==> src/rtl/training_data_feeder.sv <==
// Streams stored training vectors and the query vector, chunk by chunk, to the distance calculator.
// Optional handshake checking is compiled in with `define FEEDER_PROTOCOL_CHECK_EN.
module training_data_feeder #(
    parameter int M            = 4,
    parameter int N            = 4,
    parameter int W            = 16,
    parameter int MAX_ELEMENTS = 4,
    parameter int TYPE_W       = 4,
    parameter int NUM_SAMPLES  = 8,
    localparam int L           = M * N,
    localparam int IDX_W       = (NUM_SAMPLES > 1) ? $clog2(NUM_SAMPLES) : 1,
    localparam int ELEM_W      = (L > 1) ? $clog2(L) : 1
) (
    input  logic                clk,
    input  logic                rst,
    input  logic                wr_en,
    input  logic                wr_sel,
    input  logic [IDX_W-1:0]    wr_sample,
    input  logic [ELEM_W-1:0]   wr_elem,
    input  logic [W-1:0]        wr_data,
    input  logic                wr_type_en,
    input  logic [TYPE_W-1:0]   wr_type,
    input  logic                start,
    input  logic [IDX_W:0]      sample_count,
    input  logic                data_request,
    input  logic                done,
    output logic [W*M*N-1:0]    training_data,
    output logic [TYPE_W-1:0]   training_data_type,
    output logic [W*M*N-1:0]    input_data,
    output logic                ready,
    output logic                busy,
    output logic [IDX_W-1:0]    sample_index,
    output logic                pass_done,
    output logic                protocol_error
);

    localparam int C       = (L + MAX_ELEMENTS - 1) / MAX_ELEMENTS;
    localparam int CHUNK_W = (C > 1) ? $clog2(C) : 1;
    localparam int CNT_W   = IDX_W + 1;

    typedef enum logic [2:0] {IDLE, LOAD, PRESENT, WAIT, FINISH} state_t;

    state_t               state, state_nxt;
    logic [W-1:0]         train_mem [NUM_SAMPLES][L];
    logic [W-1:0]         query_mem [L];
    logic [TYPE_W-1:0]    label_mem [NUM_SAMPLES];
    logic [CNT_W-1:0]     count_q;
    logic [CHUNK_W-1:0]   chunk_idx;
    logic                 last_chunk;
    logic                 more_samples;
    logic [W*L-1:0]       chunk_train;
    logic [W*L-1:0]       chunk_query;

    assign last_chunk   = (int'(chunk_idx) == C - 1);
    assign more_samples = ({1'b0, sample_index} + CNT_W'(1)) < count_q;

    assign ready = (state == PRESENT);
    assign busy  = (state != IDLE);
    assign pass_done = (state == FINISH);

    always_ff @(posedge clk) begin
        if (state == IDLE && wr_en && int'(wr_elem) < L) begin
            if (wr_sel) begin
                query_mem[wr_elem] <= wr_data;
            end else if (int'(wr_sample) < NUM_SAMPLES) begin
                train_mem[wr_sample][wr_elem] <= wr_data;
                if (wr_type_en) label_mem[wr_sample] <= wr_type;
            end
        end
    end

    always_ff @(posedge clk) begin
        if (rst) state <= IDLE;
        else     state <= state_nxt;
    end

    always_comb begin
        state_nxt = state;
        case (state)
            IDLE:    if (start) state_nxt = (sample_count == '0) ? FINISH : LOAD;
            LOAD:    state_nxt = PRESENT;
            PRESENT: state_nxt = WAIT;
            WAIT: begin
                if (done)                             state_nxt = more_samples ? LOAD : FINISH;
                else if (data_request && !last_chunk) state_nxt = LOAD;
            end
            FINISH:  state_nxt = IDLE;
            default: state_nxt = IDLE;
        endcase
    end

    // Counts beyond capacity are clamped so the sample index never leaves the memory.
    always_ff @(posedge clk) begin
        if (rst) begin
            count_q      <= '0;
            sample_index <= '0;
            chunk_idx    <= '0;
        end else if (state == IDLE && start) begin
            count_q      <= (int'(sample_count) > NUM_SAMPLES) ? CNT_W'(NUM_SAMPLES) : sample_count;
            sample_index <= '0;
            chunk_idx    <= '0;
        end else if (state == WAIT) begin
            if (done) begin
                if (more_samples) begin
                    sample_index <= sample_index + IDX_W'(1);
                    chunk_idx    <= '0;
                end
            end else if (data_request && !last_chunk) begin
                chunk_idx <= chunk_idx + CHUNK_W'(1);
            end
        end
    end

    always_comb begin
        chunk_train = '0;
        chunk_query = '0;
        for (int k = 0; k < MAX_ELEMENTS; k++) begin
            if (int'(chunk_idx) * MAX_ELEMENTS + k < L) begin
                chunk_train[k*W +: W] = train_mem[sample_index][ELEM_W'(int'(chunk_idx) * MAX_ELEMENTS + k)];
                chunk_query[k*W +: W] = query_mem[ELEM_W'(int'(chunk_idx) * MAX_ELEMENTS + k)];
            end
        end
    end

    always_ff @(posedge clk) begin
        if (rst) begin
            training_data      <= '0;
            input_data         <= '0;
            training_data_type <= '0;
        end else if (state == LOAD) begin
            training_data      <= chunk_train;
            input_data         <= chunk_query;
            training_data_type <= label_mem[sample_index];
        end
    end

`ifdef FEEDER_PROTOCOL_CHECK_EN
    logic violation;
    logic protocol_error_q;

    always_comb begin
        violation = 1'b0;
        if (state != WAIT) violation = data_request || done;
        else violation = (data_request && last_chunk) || (done && data_request) || (done && !last_chunk);
    end

    always_ff @(posedge clk) begin
        if (rst)            protocol_error_q <= 1'b0;
        else if (violation) protocol_error_q <= 1'b1;
    end

    assign protocol_error = protocol_error_q;
`else
    assign protocol_error = 1'b0;
`endif

endmodule

==> config.mk <==
export PLATFORM = sky130hd
export DESIGN_NAME = training_data_feeder
export DESIGN_NICKNAME = d
export VERILOG_FILES = /design/src/rtl/training_data_feeder.sv
export SDC_FILE = /design/constraint.sdc
export NUM_CORES = 2
export LEC_CHECK = 0
export CAP_MARGIN = 20
export CELL_PAD_IN_SITES_DETAIL_PLACEMENT = 1
export CELL_PAD_IN_SITES_GLOBAL_PLACEMENT = 1
export CORE_MARGIN = 2
export CORE_UTILIZATION = 50
export CTS_CLUSTER_SIZE = 28
export DETAILED_ROUTE_END_ITERATION = 6
export PLACE_DENSITY = 0.73
export SLEW_MARGIN = 5
export SYNTH_ARGS = -nofsm -noshare
export SYNTH_HDL_FRONTEND = slang
export SYNTH_SLANG_ARGS = --single-unit
==> constraint.sdc <==
create_clock -name clk -period 3.7 [get_ports clk]
set_clock_uncertainty 0.05 [all_clocks]
set_input_delay 0.37 -clock clk [delete_from_list [all_inputs] [get_ports clk]]
set_output_delay 0.37 -clock clk [all_outputs]
set_load 0.005 [all_outputs]
; ---- Word level (Yosys, flattened, before mapping)
; Memories as Yosys holds them, arrays and structs flattened. A register that Yosys moved wholly into a read port is not among the register bits.
; Cells that the tools add are included.
[word_totals]
wordCells = 92
out_inout_bits = 523
regBits = 76
n_memories = 3
ramBits = 2336
input_bits = 39
[memory_table]
columns = memory, depth, word_bits, read_ports, rd_clocked_by_memory_dff, write_ports, line_no
row1 = train_mem, 8, 256, 1, 1, 1, 44  ; logic [W-1:0] train_mem [NUM_SAMPLES][L];
row2 = query_mem, 16, 16, 4, 4, 1, 45  ; logic [W-1:0] query_mem [L];
row3 = label_mem, 8, 4, 1, 1, 1, 46  ; logic [TYPE_W-1:0] label_mem [NUM_SAMPLES];
[op_classes]
bitwise = 5
eq_ne = 8
n_reduce_logical = 13
n_mux = 40
n_lt_le_gt_ge = 12
addsub = 6
[op_table]
columns = operator, n
row1 = binary-select mux 16 bit (select 4 bit), 4
row2 = two-way mux 256 bit, 1
row3 = two-way mux 16 bit, 13
row4 = < comparator 32 x 6 -> 1 bit (second input constant), 3
row5 = demux 16 bit (select 4 bit), 1
row6 = two-way mux 3 bit, 7
row7 = >= comparator 4 x 5 -> 1 bit (second input constant), 4
row8 = inverter 4 bit, 4
row9 = case mux 3 bit (4 select lines), 1
row10 = adder 4 x 2 -> 5 bit (second input constant), 2
row11 = two-way mux 1 bit, 9
row12 = equality test 3 x 2 -> 1 bit (second input constant), 2
row13 = two-way mux 2 bit, 3
row14 = AND reduction 3 bit, 2
row15 = adder 4 x 1 -> 5 bit (second input constant), 1
row16 = >= comparator 5 bit (second input constant), 1
row17 = < comparator 4 x 5 -> 1 bit (second input constant), 1
row18 = < comparator 5 x 1 -> 1 bit (second input constant), 1
row19 = inverter 4 -> 5 bit, 1
row20 = adder 3 x 1 -> 4 bit (second input constant), 1
row21 = > comparator 4 bit (second input constant), 1
row22 = logical AND 1 bit, 4
row23 = zero test 4 bit, 1
row24 = < comparator 4 bit, 1
row25 = other kinds (15), 15

; ---- Longest topological paths before layout
[logic_depth]
ltp_word = 6
mapped_depth = 10
mapped_depth_nobuf = 7

; ---- Worst setup path after synthesis
; Ideal clock, no wire load.
[synth_timing]
path_kind = reg-to-reg
startpoint = register state[0]
endpoint = memory train_mem[0][16] (netlist name), enable pin
required_time_ns = 3.261
period_less_slack_ns = 2.742
stages_incl_launch_ff = 7
arrival_ns = 2.303
path_buffers = 1
path_slack_ns = 0.958
setup_ns = 0.389
path_cell_list = dfxtp_1 > buf_2 > nor3_2 > nand3b_1 > nor3b_1 > nand3_1 > nor2_1
[synth_between]
elab_chain_cells = 4
[synth_rtl]
columns = element, line_no
row1 = start: declaration, 43  ; state_t state, state_nxt;
row2 = start signal: assignment, 74  ; else state <= state_nxt;
row3 = zero test 3 bit, 62  ; if (state == IDLE && wr_en && int'(wr_elem) < L) begin
row4 = logical AND 1 bit, 62
row5 = two-way mux 1 bit, 62
row6 = two-way mux 256 bit (implied by the code), 66  ; train_mem[wr_sample][wr_elem] <= wr_data;
row7 = end: declaration, 44
; Every way passes these cells.

; ---- Final worst setup path
[layout_timing]
startpoint = register state[2]
endpoint = memory train_mem[2][20] (netlist name), enable pin
; Same word-level chain as after synthesis.

==> impl_metrics.xml <==
<?xml version="1.0" encoding="UTF-8"?>
<metrics>
  <group name="die">
    <metric name="floorplan.io_pins" unit="">562</metric>
    <metric name="design.die.area" unit="um^2">198000</metric>
    <metric name="fp.coreArea" unit="um^2">193000</metric>
    <metric name="die_height" unit="um">445</metric>
    <metric name="initial_core_util" unit="">0.504</metric>
    <metric name="num_rows" unit="">161</metric>
    <metric name="die_w" unit="um">445</metric>
  </group>
  <group name="clock_network">
    <metric name="clk_transition_reported_paths" unit="ns">0.06</metric>
    <metric name="numClockSinks" unit="">2483</metric>
    <metric name="clockRootBuffer" unit="">sky130_fd_sc_hd__clkbuf_16</metric>
    <metric name="clock_path_buffers" unit="">3</metric>
    <metric name="cts-buffers-inserted" unit="">238</metric>
    <metric name="cts_tree" unit="">done</metric>
    <metric name="clock_latency" unit="ns">0.86</metric>
    <metric name="cts_post_setup_buffers_inserted" unit="">0</metric>
    <metric name="ctsHtreeMaxLevel" unit="">4</metric>
  </group>
  <group name="power">
    <metric name="power.static_leakage" unit="nW">34.2</metric>
    <metric name="max-vdd-ir-drop" unit="mV">0.454</metric>
    <metric name="pwr_density_cell" unit="nW/um^2">520</metric>
    <metric name="finalPower" unit="mW">57.4</metric>
  </group>
  <group name="synth">
    <metric name="average_cell_area_after_synthesis" unit="um^2">19.5</metric>
    <metric name="synth_top_area_share" unit="">0.722</metric>
    <metric name="ys_seq_area_frac" unit="">0.752</metric>
    <metric name="synth.ff_latch_count" unit="">2483</metric>
    <metric name="synth_edf_count" unit="">2336</metric>
    <metric name="synth.most_common_cell" unit="">sky130_fd_sc_hd__edfxtp_1</metric>
    <metric name="synth_top_cells_by_count" unit="">sky130_fd_sc_hd__edfxtp_1, sky130_fd_sc_hd__mux4_2, sky130_fd_sc_hd__buf_4</metric>
    <metric name="post_synth_inst_count" unit="">4980</metric>
    <metric name="synthesis.yosys.warnings" unit="">0</metric>
    <metric name="synth.cell_area" unit="um^2">97200</metric>
    <metric name="most_instantiated_flip_flop_cell_in_the_synthesis_netlist" unit="">sky130_fd_sc_hd__edfxtp_1</metric>
    <metric name="synth-async-reset-ratio" unit="">0</metric>
    <metric name="synth.lib_cells_used.distinct" unit="">51</metric>
    <metric name="synth_largest_area_cell" unit="">sky130_fd_sc_hd__edfxtp_1</metric>
    <metric name="synth.top_cells.by_area" unit="">sky130_fd_sc_hd__edfxtp_1, sky130_fd_sc_hd__mux4_2, sky130_fd_sc_hd__mux2i_1</metric>
  </group>
  <group name="cells_and_area">
    <metric name="fin_nets" unit="">5497</metric>
    <metric name="count_of_filler_cells_inserted_in_the_layout" unit="">16800</metric>
    <metric name="post_route_cells_drive_above_1_share" unit="">0.219</metric>
    <metric name="layoutNonFillerInstCount" unit="">8191</metric>
    <metric name="area_growth_syn_to_layout" unit="%">13.4</metric>
    <metric name="post-route-util" unit="">0.572</metric>
    <metric name="layout.cell_area.non_filler" unit="um^2">110000</metric>
  </group>
  <group name="route">
    <metric name="route.detailed.wl_per_inst" unit="um">31.9</metric>
    <metric name="postRouteWirelength" unit="um">262000</metric>
    <metric name="detail_route.iter0.violations" unit="">5722</metric>
    <metric name="dr.pass1.iters" unit="">5</metric>
    <metric name="detailroute.via_count" unit="">49400</metric>
    <metric name="detail_route.drc_violations" unit="">0</metric>
    <metric name="residual_antenna_violating_net_count_after_detailed_routing" unit="">0</metric>
    <metric name="route.detailed.vias_per_inst" unit="">6.03</metric>
  </group>
  <group name="timing">
    <metric name="slew-limit-headroom" unit="">0.283</metric>
    <metric name="tightest_slew" unit="ns">1.07</metric>
    <metric name="layout_worst_path_cycle_share" unit="">0.918</metric>
    <metric name="finalHoldViolCount" unit="">0</metric>
    <metric name="max_slew_violation_total_from_the_final_report" unit="">0</metric>
    <metric name="finalWorstPathRequiredPeriod" unit="ns">3.40</metric>
    <metric name="setup_viol" unit="">0</metric>
    <metric name="post_route_setup_slack" unit="ns">0.303</metric>
    <metric name="hold-worst-slack" unit="ns">0.0397</metric>
    <metric name="max_clock_freq" unit="MHz">294</metric>
    <metric name="tns" unit="ns">0</metric>
    <metric name="grt_setup_unrepaired" unit="">false</metric>
  </group>
  <group name="grt">
    <metric name="grt_usage" unit="">0.263</metric>
    <metric name="grt_pass1_vias" unit="">50500</metric>
    <metric name="overflow" unit="">0</metric>
    <metric name="grt_start_max_net_pins" unit="">145</metric>
    <metric name="grt_pass1_wl" unit="um">374000</metric>
    <metric name="grt_antenna_before_repair" unit="">11</metric>
  </group>
  <group name="worst_setup_path">
    <metric name="critical_path.slowest_cell" unit="">sky130_fd_sc_hd__nand3_1</metric>
    <metric name="startpoint_type" unit="">flop</metric>
    <metric name="critical_path_end_type" unit="">flop</metric>
    <metric name="worstPathMaxFanout" unit="">16</metric>
    <metric name="worstSetupPathType" unit="">reg2reg</metric>
    <metric name="most_common_cell_on_crit_path" unit="">sky130_fd_sc_hd__buf_4</metric>
    <metric name="cp_data_arrival_time" unit="ns">3.88</metric>
    <metric name="timing.critical_path.required" unit="ns">4.19</metric>
    <metric name="critical_path.max_stage_delay" unit="ns">0.57</metric>
    <metric name="critical_path_cell_by_cell" unit="">nor3_2 &gt; nand3b_1 &gt; nor3b_1 &gt; buf_4 &gt; nand3_1 &gt; nor2_1 &gt; buf_4</metric>
  </group>
  <group name="placed_design">
    <metric name="place.detailed.instances" unit="">7734</metric>
    <metric name="dpl.hpwl" unit="um">162000</metric>
    <metric name="placed_cell_area" unit="um^2">102000</metric>
    <metric name="finalWeightedCongestion" unit="">0.857</metric>
    <metric name="place_ws" unit="ns">0.360</metric>
    <metric name="io_buffers" unit="">176</metric>
  </group>
  <group name="min_path">
    <metric name="worstHoldPathType" unit="">in2reg</metric>
  </group>
  <group name="job">
    <metric name="drv_cap" unit="">0</metric>
  </group>
  <group name="status">
    <metric name="status" unit="">completed</metric>
  </group>
</metrics>
## cells by family (layout without fill, tap and decap cells)
| kind of cell | count (synthesis) | in the layout | share of synthesized area |
|---|---|---|---|
| compound gates | 382 | 382 | 0.0261 |
| simple gates | 594 | 594 | 0.0252 |
| flops | 2483 | 2483 | 0.752 |
| fa+ha+maj | 5 | 5 | 0.000644 |
| xor+xnor | 1 | 1 | 0.0000901 |
| mux | 860 | 860 | 0.153 |
| other cells | 1 | 388 | 0.0000386 |
| buf+inv | 654 | 952 | 0.0426 |
## power breakdown
group	switching (mW)	total (mW)	internal, mW
clock	10.5	23.9	13.4
sequential	0.320	31.2	30.9
combinational	1.50	2.18	0.680
## layer usage
layer	vias up	part of all wire	global-route usage
met2	2546	0.49	0.422
li1	20200	-	-
met1	26300	0.39	0.367
met4	8	0.042	0.104
met5	-	0.00021	0
met3	411	0.078	0.0406
## flip-flops by register name, summed over array words and instances, names as in the netlist, named ones only
register	count
chunk_idx	2
count_q	4
input_data	64
label_mem	32
query_mem	256
sample_index	3
state	3
train_mem	2048
training_data	64
training_data_type	4
## layout make-up
type / instances / area, um^2 / area share
Antenna cell: 3 / 7.51 / 0.0000681
Clock buffer: 304 / 6360 / 0.0578
Clock inverter: 145 / 1320 / 0.0120
Inverter: 7 / 26.3 / 0.000238
Multi-Input combinational cell: 2227 / 21500 / 0.195
Sequential cell: 2483 / 73100 / 0.663
Tap cell: 2526 / 3160 / 0.0287
Timing Repair Buffer: 496 / 4740 / 0.0430
## path summary, 6_finish.rpt
path | from | to | slack [ns] | cells past startpoint
worst max-delay path | state[2] | train_mem[2][20] | 0.30 | 7
worst min register to register | input_data[9] | input_data[9] | 0.40 | 2
worst min-delay path | wr_data[3] | train_mem[1][35] | 0.04 | 1
worst max register to register | state[2] | train_mem[2][20] | 0.30 | 7
## placed cells by master (no fill, tap or decap), types with 5 or more instances in the layout
| cell | synthesis | layout |
|---|---|---|
| sky130_fd_sc_hd__a211o_1 | 21 | 21 |
| sky130_fd_sc_hd__clkinv_1 | 0 | 60 |
| sky130_fd_sc_hd__nand2b_1 | 9 | 7 |
| sky130_fd_sc_hd__inv_1 | 7 | 7 |
| sky130_fd_sc_hd__mux4_2 | 499 | 499 |
| sky130_fd_sc_hd__nand2_1 | 261 | 260 |
| sky130_fd_sc_hd__nor2_1 | 253 | 251 |
| sky130_fd_sc_hd__nor3b_1 | 6 | 6 |
| sky130_fd_sc_hd__o22ai_1 | 89 | 89 |
| sky130_fd_sc_hd__mux2i_1 | 314 | 314 |
| sky130_fd_sc_hd__a22oi_1 | 21 | 21 |
| sky130_fd_sc_hd__o311ai_0 | 39 | 39 |
| sky130_fd_sc_hd__dfxtp_1 | 147 | 142 |
| sky130_fd_sc_hd__mux2_2 | 47 | 47 |
| sky130_fd_sc_hd__clkbuf_16 | 0 | 239 |
| sky130_fd_sc_hd__buf_4 | 405 | 280 |
| sky130_fd_sc_hd__nand3b_1 | 7 | 7 |
| sky130_fd_sc_hd__a21oi_1 | 113 | 112 |
| sky130_fd_sc_hd__o211ai_1 | 37 | 37 |
| sky130_fd_sc_hd__inv_16 | 0 | 5 |
| sky130_fd_sc_hd__nor3_2 | 1 | 5 |
| sky130_fd_sc_hd__conb_1 | 1 | 385 |
| sky130_fd_sc_hd__o21ai_0 | 18 | 18 |
| sky130_fd_sc_hd__ha_1 | 5 | 5 |
| sky130_fd_sc_hd__a211oi_1 | 7 | 7 |
| sky130_fd_sc_hd__edfxtp_1 | 2336 | 2336 |
| sky130_fd_sc_hd__a32oi_1 | 21 | 21 |
| sky130_fd_sc_hd__nor2b_1 | 25 | 24 |
| sky130_fd_sc_hd__nand3_1 | 8 | 7 |
| sky130_fd_sc_hd__dfxtp_4 | 0 | 5 |
| sky130_fd_sc_hd__bufinv_16 | 0 | 18 |
| sky130_fd_sc_hd__clkbuf_8 | 0 | 14 |
| sky130_fd_sc_hd__clkbuf_1 | 133 | 51 |
| sky130_fd_sc_hd__clkdlybuf4s50_1 | 0 | 159 |
| sky130_fd_sc_hd__dlygate4sd3_1 | 0 | 5 |
| sky130_fd_sc_hd__clkinv_2 | 0 | 42 |
| sky130_fd_sc_hd__buf_12 | 0 | 48 |
| sky130_fd_sc_hd__clkinvlp_4 | 0 | 7 |
## worst max-delay path, delay by kind of cell (launching register included)
family / cells / cell delay [ns]
AND/OR/NAND/NOR: 5 / 2.07
buffers and inverters: 2 / 0.53
flip-flops: 1 / 0.40
## timing repair
item                                    in CTS  in global routing
endpoints found under the hold margin       43                  0
hold buffers                                 5                  0
endpoints found under the setup margin       0                  0
resized for setup                            0                  0
No activity file was read; power rests on OpenSTA's default activity.
